## config.mk

```make
export PLATFORM = sky130hd
export DESIGN_NAME = cla_sub_pipe
export DESIGN_NICKNAME = d
export VERILOG_FILES = /design/src/rtl/cla_pkg.sv /design/src/rtl/cla_half.sv /design/src/rtl/cla_sub_pipe.sv
export SDC_FILE = /design/constraint.sdc
export NUM_CORES = 1
export LEC_CHECK = 0
export ABC_AREA = 1
export BUFFER_PORTS_ARGS = -buffer_cell sky130_fd_sc_hd__buf_4
export CAP_MARGIN = 20
export CORE_ASPECT_RATIO = 1.1
export CORE_MARGIN = 2
export CORE_UTILIZATION = 31
export DETAILED_ROUTE_END_ITERATION = 8
export SYNTH_ARGS = -nofsm -noshare
export SYNTH_HDL_FRONTEND = slang
export SYNTH_SLANG_ARGS = --single-unit
```

## constraint.sdc

```tcl
create_clock -name clock -period 2.9 [get_ports clock]
set_clock_uncertainty 0.2 [all_clocks]
set_input_delay 0.145 -clock clock [delete_from_list [all_inputs] [get_ports clock]]
set_output_delay 0.145 -clock clock [all_outputs]
set_load 0.01 [all_outputs]
```

## src/rtl/cla_pkg.sv

```systemverilog
// Shared carry-lookahead constants and group generate/propagate helpers.
package cla_pkg;

    localparam int CLA_GRP = 4;

    // Group generate: carry out of a group when its carry-in is 0.
    function automatic logic cla_grp_g(input logic [CLA_GRP-1:0] g,
                                       input logic [CLA_GRP-1:0] p);
        logic r;
        r = 1'b0;
        for (int i = 0; i < CLA_GRP; i++)
            r = g[i] | (p[i] & r);
        return r;
    endfunction

    function automatic logic cla_grp_p(input logic [CLA_GRP-1:0] p);
        return &p;
    endfunction

    // Per-bit carries inside one group, bit 0 receives the group carry-in.
    function automatic logic [CLA_GRP-1:0] cla_carries(input logic [CLA_GRP-1:0] g,
                                                       input logic [CLA_GRP-1:0] p,
                                                       input logic cin);
        logic [CLA_GRP-1:0] c;
        c[0] = cin;
        for (int i = 1; i < CLA_GRP; i++)
            c[i] = g[i-1] | (p[i-1] & c[i-1]);
        return c;
    endfunction

endpackage

```

## src/rtl/cla_half.sv

```systemverilog
// Combinational W-bit carry-lookahead adder built from CLA_GRP-bit lookahead groups.
module cla_half
    import cla_pkg::*;
#(
    parameter int W = 16
) (
    input  logic [W-1:0] x,
    input  logic [W-1:0] y,
    input  logic         cin,
    output logic [W-1:0] s,
    output logic         cout
);

    localparam int NG = W / CLA_GRP;

    logic [W-1:0] w_g;
    logic [W-1:0] w_p;
    logic [W-1:0] w_c;
    logic [NG:0]  w_gc;

    assign w_g     = x & y;
    assign w_p     = x ^ y;
    assign w_gc[0] = cin;

    // Group carries use group G/P so only one level is serial per group.
    for (genvar gi = 0; gi < NG; gi++) begin : g_grp
        assign w_gc[gi+1] = cla_grp_g(w_g[gi*CLA_GRP +: CLA_GRP], w_p[gi*CLA_GRP +: CLA_GRP])
                          | (cla_grp_p(w_p[gi*CLA_GRP +: CLA_GRP]) & w_gc[gi]);
        assign w_c[gi*CLA_GRP +: CLA_GRP] =
            cla_carries(w_g[gi*CLA_GRP +: CLA_GRP], w_p[gi*CLA_GRP +: CLA_GRP], w_gc[gi]);
    end

    assign s    = w_p ^ w_c;
    assign cout = w_gc[NG];

endmodule

```

## src/rtl/cla_sub_pipe.sv

```systemverilog
// Two-stage pipelined CLA subtractor d = a - b - bi with valid/ready handshake.
// Define CLA_SUB_OVF_EN to add the registered signed-overflow output ovf.
module cla_sub_pipe
    import cla_pkg::*;
#(
    parameter int WIDTH = 32
) (
    input  logic             clock,
    input  logic             reset,
    input  logic             in_valid,
    output logic             in_ready,
    input  logic [WIDTH-1:0] a,
    input  logic [WIDTH-1:0] b,
    input  logic             bi,
    output logic             out_valid,
    input  logic             out_ready,
    output logic [WIDTH-1:0] d,
    output logic             bo
`ifdef CLA_SUB_OVF_EN
   ,output logic             ovf
`endif
);

    localparam int H = WIDTH / 2;

    logic [2:1]       r_vld_pipe;
    logic [H-1:0]     r_s1_lo;
    logic             r_s1_c;
    logic [H-1:0]     r_s1_ahi;
    logic [H-1:0]     r_s1_nbhi;
    logic [WIDTH-1:0] r_d;
    logic             r_bo;

    logic             w_adv1;
    logic             w_adv2;
    logic [WIDTH-1:0] w_nb;
    logic             w_cin;
    logic [H-1:0]     w_lo;
    logic             w_lo_c;
    logic [H-1:0]     w_hi;
    logic             w_hi_c;

    assign w_adv2   = ~r_vld_pipe[2] | out_ready;
    assign w_adv1   = ~r_vld_pipe[1] | w_adv2;
    assign in_ready = w_adv1;

    // Subtraction as a + ~b + ~bi; borrow is the inverted final carry.
    assign w_nb  = ~b;
    assign w_cin = ~bi;

    cla_half #(.W(H)) u_lo (
        .x    (a[H-1:0]),
        .y    (w_nb[H-1:0]),
        .cin  (w_cin),
        .s    (w_lo),
        .cout (w_lo_c)
    );

    cla_half #(.W(H)) u_hi (
        .x    (r_s1_ahi),
        .y    (r_s1_nbhi),
        .cin  (r_s1_c),
        .s    (w_hi),
        .cout (w_hi_c)
    );

    always_ff @(posedge clock or posedge reset) begin
        if (reset) begin
            r_vld_pipe <= '0;
            r_s1_lo    <= '0;
            r_s1_c     <= 1'b0;
            r_s1_ahi   <= '0;
            r_s1_nbhi  <= '0;
            r_d        <= '0;
            r_bo       <= 1'b0;
        end else begin
            if (w_adv1)
                r_vld_pipe[1] <= in_valid;
            if (w_adv1 && in_valid) begin
                r_s1_lo   <= w_lo;
                r_s1_c    <= w_lo_c;
                r_s1_ahi  <= a[WIDTH-1:H];
                r_s1_nbhi <= w_nb[WIDTH-1:H];
            end
            if (w_adv2)
                r_vld_pipe[2] <= r_vld_pipe[1];
            if (w_adv2 && r_vld_pipe[1]) begin
                r_d  <= {w_hi, r_s1_lo};
                r_bo <= ~w_hi_c;
            end
        end
    end

    assign out_valid = r_vld_pipe[2];
    assign d         = r_d;
    assign bo        = r_bo;

`ifdef CLA_SUB_OVF_EN
    // Operand signs differ when a's MSB equals the MSB of ~b.
    logic w_ovf;
    logic r_ovf;

    assign w_ovf = (r_s1_ahi[H-1] == r_s1_nbhi[H-1]) & (w_hi[H-1] != r_s1_ahi[H-1]);

    always_ff @(posedge clock or posedge reset) begin
        if (reset)
            r_ovf <= 1'b0;
        else if (w_adv2 && r_vld_pipe[1])
            r_ovf <= w_ovf;
    end

    assign ovf = r_ovf;
`endif

endmodule
```

==> results.json, run 1 <==
{
  "post_dp_cell_area_mm2": 0.00559,
  "cts_buffer_depth": 2,
  "reg2reg_depth": 14,
  "worstHoldPathType": "input pin to register",
  "grt_max_degree": 42,
  "period_needed_ps": 2920,
  "ys_seq_area_share_pct": 47.0,
  "drt_iter0_markers": 108,
  "outcome": "complete, but fails checks",
  "syn_area_mm2": 0.00447,
  "port_buffers": 103,
  "cts_tree": "built",
  "initial_core_util_pct": 31.3,
  "groute.usage.overall_pct": 14.3,
  "total_power_w": 0.00438,
  "synth_xor_area_share_pct": 1.57,
  "synth_compound_area_share_pct": 6.40,
  "fillers": 1403,
  "dp.cells": 790,
  "synth_top_family_by_area": "adder cells",
  "worstSetupPathType": "register to register",
  "core_mm2": 0.0143,
  "stdcell_area_mm2": 0.00646,
  "fmax_mhz": 342,
  "hpwl_um": 7650,
  "diodes": 0,
  "crit_path_end_kind": "register",
  "synth-adder-area-share_pct": 19.7,
  "place_congestion": 0.797,
  "syn_inst": 489,
  "drv_slew": 0,
  "period_share_pct": 101,
  "drt-vias-per-instance": 4.33,
  "num_rows": 46,
  "clk_latency_ps": 330,
  "cp.arrival_ps": 2990,
  "violations": "negative setup slack",
  "clock_sinks": 84,
  "reg2reg_from": "r_s1_ahi[1]",
  "drcViolationCount": 0,
  "overflow": 0,
  "peakVddDrop_mv": 0.305,
  "crit_path_end": "d[30]",
  "antenna_found_initial": 0,
  "die_x_um": 119,
  "synthSimpleGateAreaFrac_pct": 19.4,
  "ys_seq_elements": 84,
  "cts-root-buf": "clkbuf_16",
  "worst_pin_slew_ps": 667,
  "drive_gt1_share_pct": 25.9,
  "wl_per_cell_um": 12.4,
  "total_leakage_power_nw": 3.38,
  "synth_nets": 614,
  "required_ps": 2970,
  "ys_warn_count": 0,
  "syn_to_final_growth_pct": 44.4,
  "rrSetupSlack_ps": -20,
  "grt_pass1_wl_um": 17700,
  "layout.cells.non_filler": 856,
  "wirelength_um": 10600,
  "synth.avg_cell_area_um2": 9.15,
  "crit_fanout": 2,
  "grt_setup_unrepaired": "true",
  "grt_pass1_vias": 3764,
  "setup_viol": 1,
  "p_per_area_mw_per_mm2": 678,
  "hold_viol": 0,
  "max_slew_margin_pct": 55.4,
  "dieArea_mm2": 0.0154,
  "fin_util_pct": 45.3,
  "synth_mux_area_share_pct": 0,
  "cts.clk_slew.worst_paths_ps": 60,
  "critPathLaunchType": "register",
  "io_pins": 104,
  "startpoint": "r_s1_ahi[1]",
  "finalNetCount": 784,
  "drv_cap": 0,
  "ys_types": 23,
  "setup_slack_ps": -20.8,
  "fin_setup_tns_ps": -20.8,
  "htreeDepth": 3,
  "firstDrtPassIters": 4,
  "num_vias": 3708,
  "r2r-end": "d[30]",
  "ant_nets": 0,
  "die_y_um": 130,
  "cts_buffers": 9
}
## per-layer routing
layer	routed length [µm]	track usage (%)	part of all wire, %	vias up
met4	136	4.41	1.3	0
met1	4600	17.6	43	1756
met5	0	0	0	-
li1	-	-	-	1861
met2	5370	25.4	51	81
met3	514	3.10	4.8	10
## worst min path at each step
stage	slack [ps]	to	cells after the start	startpoint
after floorplan	40	r_s1_nbhi[15]	1	b[31]
after global placement	-20	r_s1_nbhi[14]	2	reset
after detailed placement	-10	r_s1_nbhi[13]	2	reset
after CTS	30	r_s1_c	4	a[15]
after global routing	60	r_s1_lo[2]	4	a[2]
final	50	r_s1_c	4	a[15]
## cell usage in the layout (no fill, tap or decap), types with 4 or more instances in the layout
cell and count:
nand2_1 195, buf_4 126, dfrtp_1 84, dlygate4sd3_1 47, inv_1 46, o21ai_1 34
ha_1 30, fa_1 16, nor2_1 9, clkbuf_16 9, fa_2 8, nand2_2 7
a21oi_1 7, nand3_1 6, inv_2 4, xnor2_1 4, xor2_1 4, o21ai_0 4
clkinv_2 4
## where the power goes
group / internal [W] / leakage (nW) / switching, W
registers: 0.00149 / 1.03 / 0.000203
logic: 0.000749 / 2.20 / 0.000728
clock network: 0.000751 / 0.155 / 0.000459
total: 0.00299 / 3.38 / 0.00139
## cells by family (layout without fill, tap and decap cells)
group,count (synthesis),in the layout
compound gates,54,54
simple gates,221,221
buf+inv,66,241
flops,84,84
fa+ha+maj,56,56
xor+xnor,8,8
## sequential cells by signal (all words and copies together) (netlist names)
| name | cells |
|---|---|
| bo | 1 |
| d | 32 |
| r_s1_ahi | 16 |
| r_s1_c | 1 |
| r_s1_lo | 16 |
| r_s1_nbhi | 16 |
| r_vld_pipe | 2 |
## synth_stat cells (all sizes together)
cell,n,share of area (%)
fa,24,11
nor2,9,0.75
a21oi,10,1.2
ha,32,8.9
inv,51,4.3
clkbuf,3,0.25
xor2,4,0.78
a211oi,3,0.50
nand3,7,0.89
xnor2,4,0.78
o21bai,2,0.34
dfrtp,84,47
nand2,203,17
o21ai,39,4.4
nand4,2,0.42
buf,12,1.4
## repair_timing
| action | CTS | global route |
|---|---|---|
| hold buffers | 47 | 0 |
| hold endpoints to repair | 71 | 0 |
| resized for setup | 5 | 11 |
| setup buffers | 1 | 2 |
| endpoints found under the setup margin | 4 | 6 |
| pin swaps | 2 | 4 |
## final cells by class
cell class                 instances  area (µm²)  share of cell area, %
clock buffer                       9         225                   3.49
clock inverter                     7        91.3                   1.41
inverter                          51         193                   2.98
multi-input combinational        339        2170                   33.6
sequential                        84        2100                   32.5
tap                              192         240                   3.72
timing repair buffer             174        1440                   22.2
## per-stage QoR
stage          worst slack, ps  hold WS, ps
2_1_floorplan             5.65         39.6
3_5_place_dp              -127        -14.0
6_report                 -20.8         47.8
5_1_grt                   -126         62.9
3_3_place_gp             -45.7        -19.9
4_1_cts                  -54.5         30.8
## worst max-delay path: stages (launching register included)
cell and delay (ps):
dfrtp_1 380, ha_1 310, nand2_1 60, inv_1 40, o21ai_2 110, nand3_2 110, nand2_2 80, nand2_4 60
nand2_2 60, nand2_2 50, fa_2 350, fa_2 360, fa_2 540, nand2_1 60, nand2_1 80
Power figures use the tool's default switching activity.
==> run 2, diff against run 1 <==
Settings changed: TNS_END_PERCENT from default to 20.
==> results.json, run 2 (same netlist as run 1, synthesis figures left out) <==
{
  "outcome": "complete, but fails checks",
  "violations": "negative setup slack",
  "cts-root-buf": "clkbuf_16",
  "finalNetCount": 781,
  "final_cell_mix": "197 x nand2_1, 123 x buf_4, 84 x dfrtp_1",
  "hpwl_um": 7650,
  "fin_util_pct": 45.0,
  "firstDrtPassIters": 4,
  "drt_iter0_markers": 121,
  "num_vias": 3679,
  "dp.cells": 790,
  "cts.clk_slew.worst_paths_ps": 60,
  "drt-vias-per-instance": 4.31,
  "layout.cells.non_filler": 853,
  "die_x_um": 119,
  "dieArea_mm2": 0.0154,
  "met2_usage_pct": 25.3,
  "overflow": 0,
  "drv_slew": 0,
  "period_needed_ps": 2940,
  "grt_busiest_layer": "met2",
  "grt_setup_unrepaired": "true",
  "crit_fanout": 2,
  "setup_slack_ps": -41.4,
  "worst_pin_slew_ps": 655,
  "io_pins": 104,
  "die_y_um": 130,
  "clk_latency_ps": 330,
  "mostFrequentLayoutCell": "nand2_1",
  "grt_max_degree": 42,
  "crit_path_end_kind": "register",
  "place_congestion": 0.797,
  "grt_pass1_wl_um": 17700,
  "wirelength_um": 10600,
  "drv_cap": 0,
  "num_rows": 46,
  "core_mm2": 0.0143,
  "fmax_mhz": 340,
  "max_slew_margin_pct": 56.2,
  "antenna_found_initial": 0,
  "cts_buffer_depth": 2,
  "critPathLaunchType": "register",
  "worstHoldPathType": "input pin to register",
  "syn_to_final_growth_pct": 43.6,
  "clock_sinks": 84,
  "dp_slack_ps": -127,
  "required_ps": 2970,
  "diodes": 0,
  "drive_gt1_share_pct": 25.1,
  "wl_per_cell_um": 12.4,
  "largest_reg_flops": 32,
  "worstSetupPathType": "register to register",
  "peakVddDrop_mv": 0.305,
  "port_buffers": 103,
  "cp.arrival_ps": 3010,
  "hold_viol": 0,
  "period_share_pct": 101,
  "p_per_area_mw_per_mm2": 678,
  "drcViolationCount": 0,
  "cts_tree": "built",
  "cts_buffers": 9,
  "grt_pass1_vias": 3753,
  "use_met3_pct": 3.10,
  "ant_nets": 0,
  "holdWs_ps": 44.4,
  "use_met1_pct": 17.6,
  "groute.usage.overall_pct": 14.3,
  "htreeDepth": 3,
  "initial_core_util_pct": 31.3,
  "fillers": 1404,
  "setup_viol": 1,
  "total_leakage_power_nw": 3.36
}
==> run 2: per-stage QoR <==
| stage | setup TNS (ps) | cell area, µm² | total power [W] |
|---|---|---|---|
| after CTS | -85.7 | 6380 | 0.00441 |
| final | -41.4 | 6430 | 0.00436 |
| after global routing | -343 | 6430 | 0.00469 |
| after detailed placement | -287 | 5590 | 0.00311 |
| after floorplan | 0 | 4480 | 0.00243 |
| after global placement | -53.3 | 5590 | 0.00307 |
==> run 2: layer usage <==
metal,part of all wire (%),routed length [µm],vias up
met5,0,0,-
met4,1.2,130,0
met3,4.8,503,8
met2,50,5310,78
met1,44,4640,1737
li1,-,-,1856
==> run 2: layout make-up <==
| type | instances | area, µm² | share of cell area (%) |
|---|---|---|---|
| well taps | 192 | 240 | 3.74 |
| multi-input cells | 339 | 2160 | 33.6 |
| clock inverters | 7 | 91.3 | 1.42 |
| inverters | 51 | 193 | 3.00 |
| clock buffers | 9 | 225 | 3.50 |
| flip-flops and latches | 84 | 2100 | 32.7 |
| repair buffers | 171 | 1410 | 22.0 |
==> run 2: critical path: stages (launching register included) <==
cell	delay (ps)
dfrtp_1	390
ha_1	310
nand2_1	60
inv_1	40
o21ai_2	110
nand3_2	100
nand2_1	80
nand2_2	70
nand2_1	70
nand2_2	60
fa_2	340
fa_2	360
fa_2	540
nand2_1	60
nand2_1	80
==> run 2: path summary, 6_finish.rpt <==
check	startpoint	end	slack (ps)	depth (start not counted)
worst max-delay path	r_s1_ahi[1]	d[30]	-40	14
worst min-delay path	a[15]	r_s1_c	40	4
worst max register to register	r_s1_ahi[1]	d[30]	-40	14
worst min register to register	r_s1_lo[12]	d[12]	270	2
max in group asynchronous	reset	r_s1_c	1550	4
min in group asynchronous	reset	r_s1_nbhi[14]	170	3
==> run 2: what timing repair did <==
item | 4_1_cts | 5_1_grt
resized for setup | 5 | 7
gates cloned | 0 | 0
pin swaps | 2 | 2
hold buffers | 47 | 0
hold endpoints to repair | 71 | 0
setup buffers | 0 | 0
setup endpoints to repair | 4 | 6
==> run 2: power by group <==
part           switching, W  leakage [nW]  internal, W
Clock              0.000459         0.155     0.000751
Sequential         0.000205          1.03      0.00149
Combinational      0.000720          2.18     0.000733
Total               0.00138          3.36      0.00298
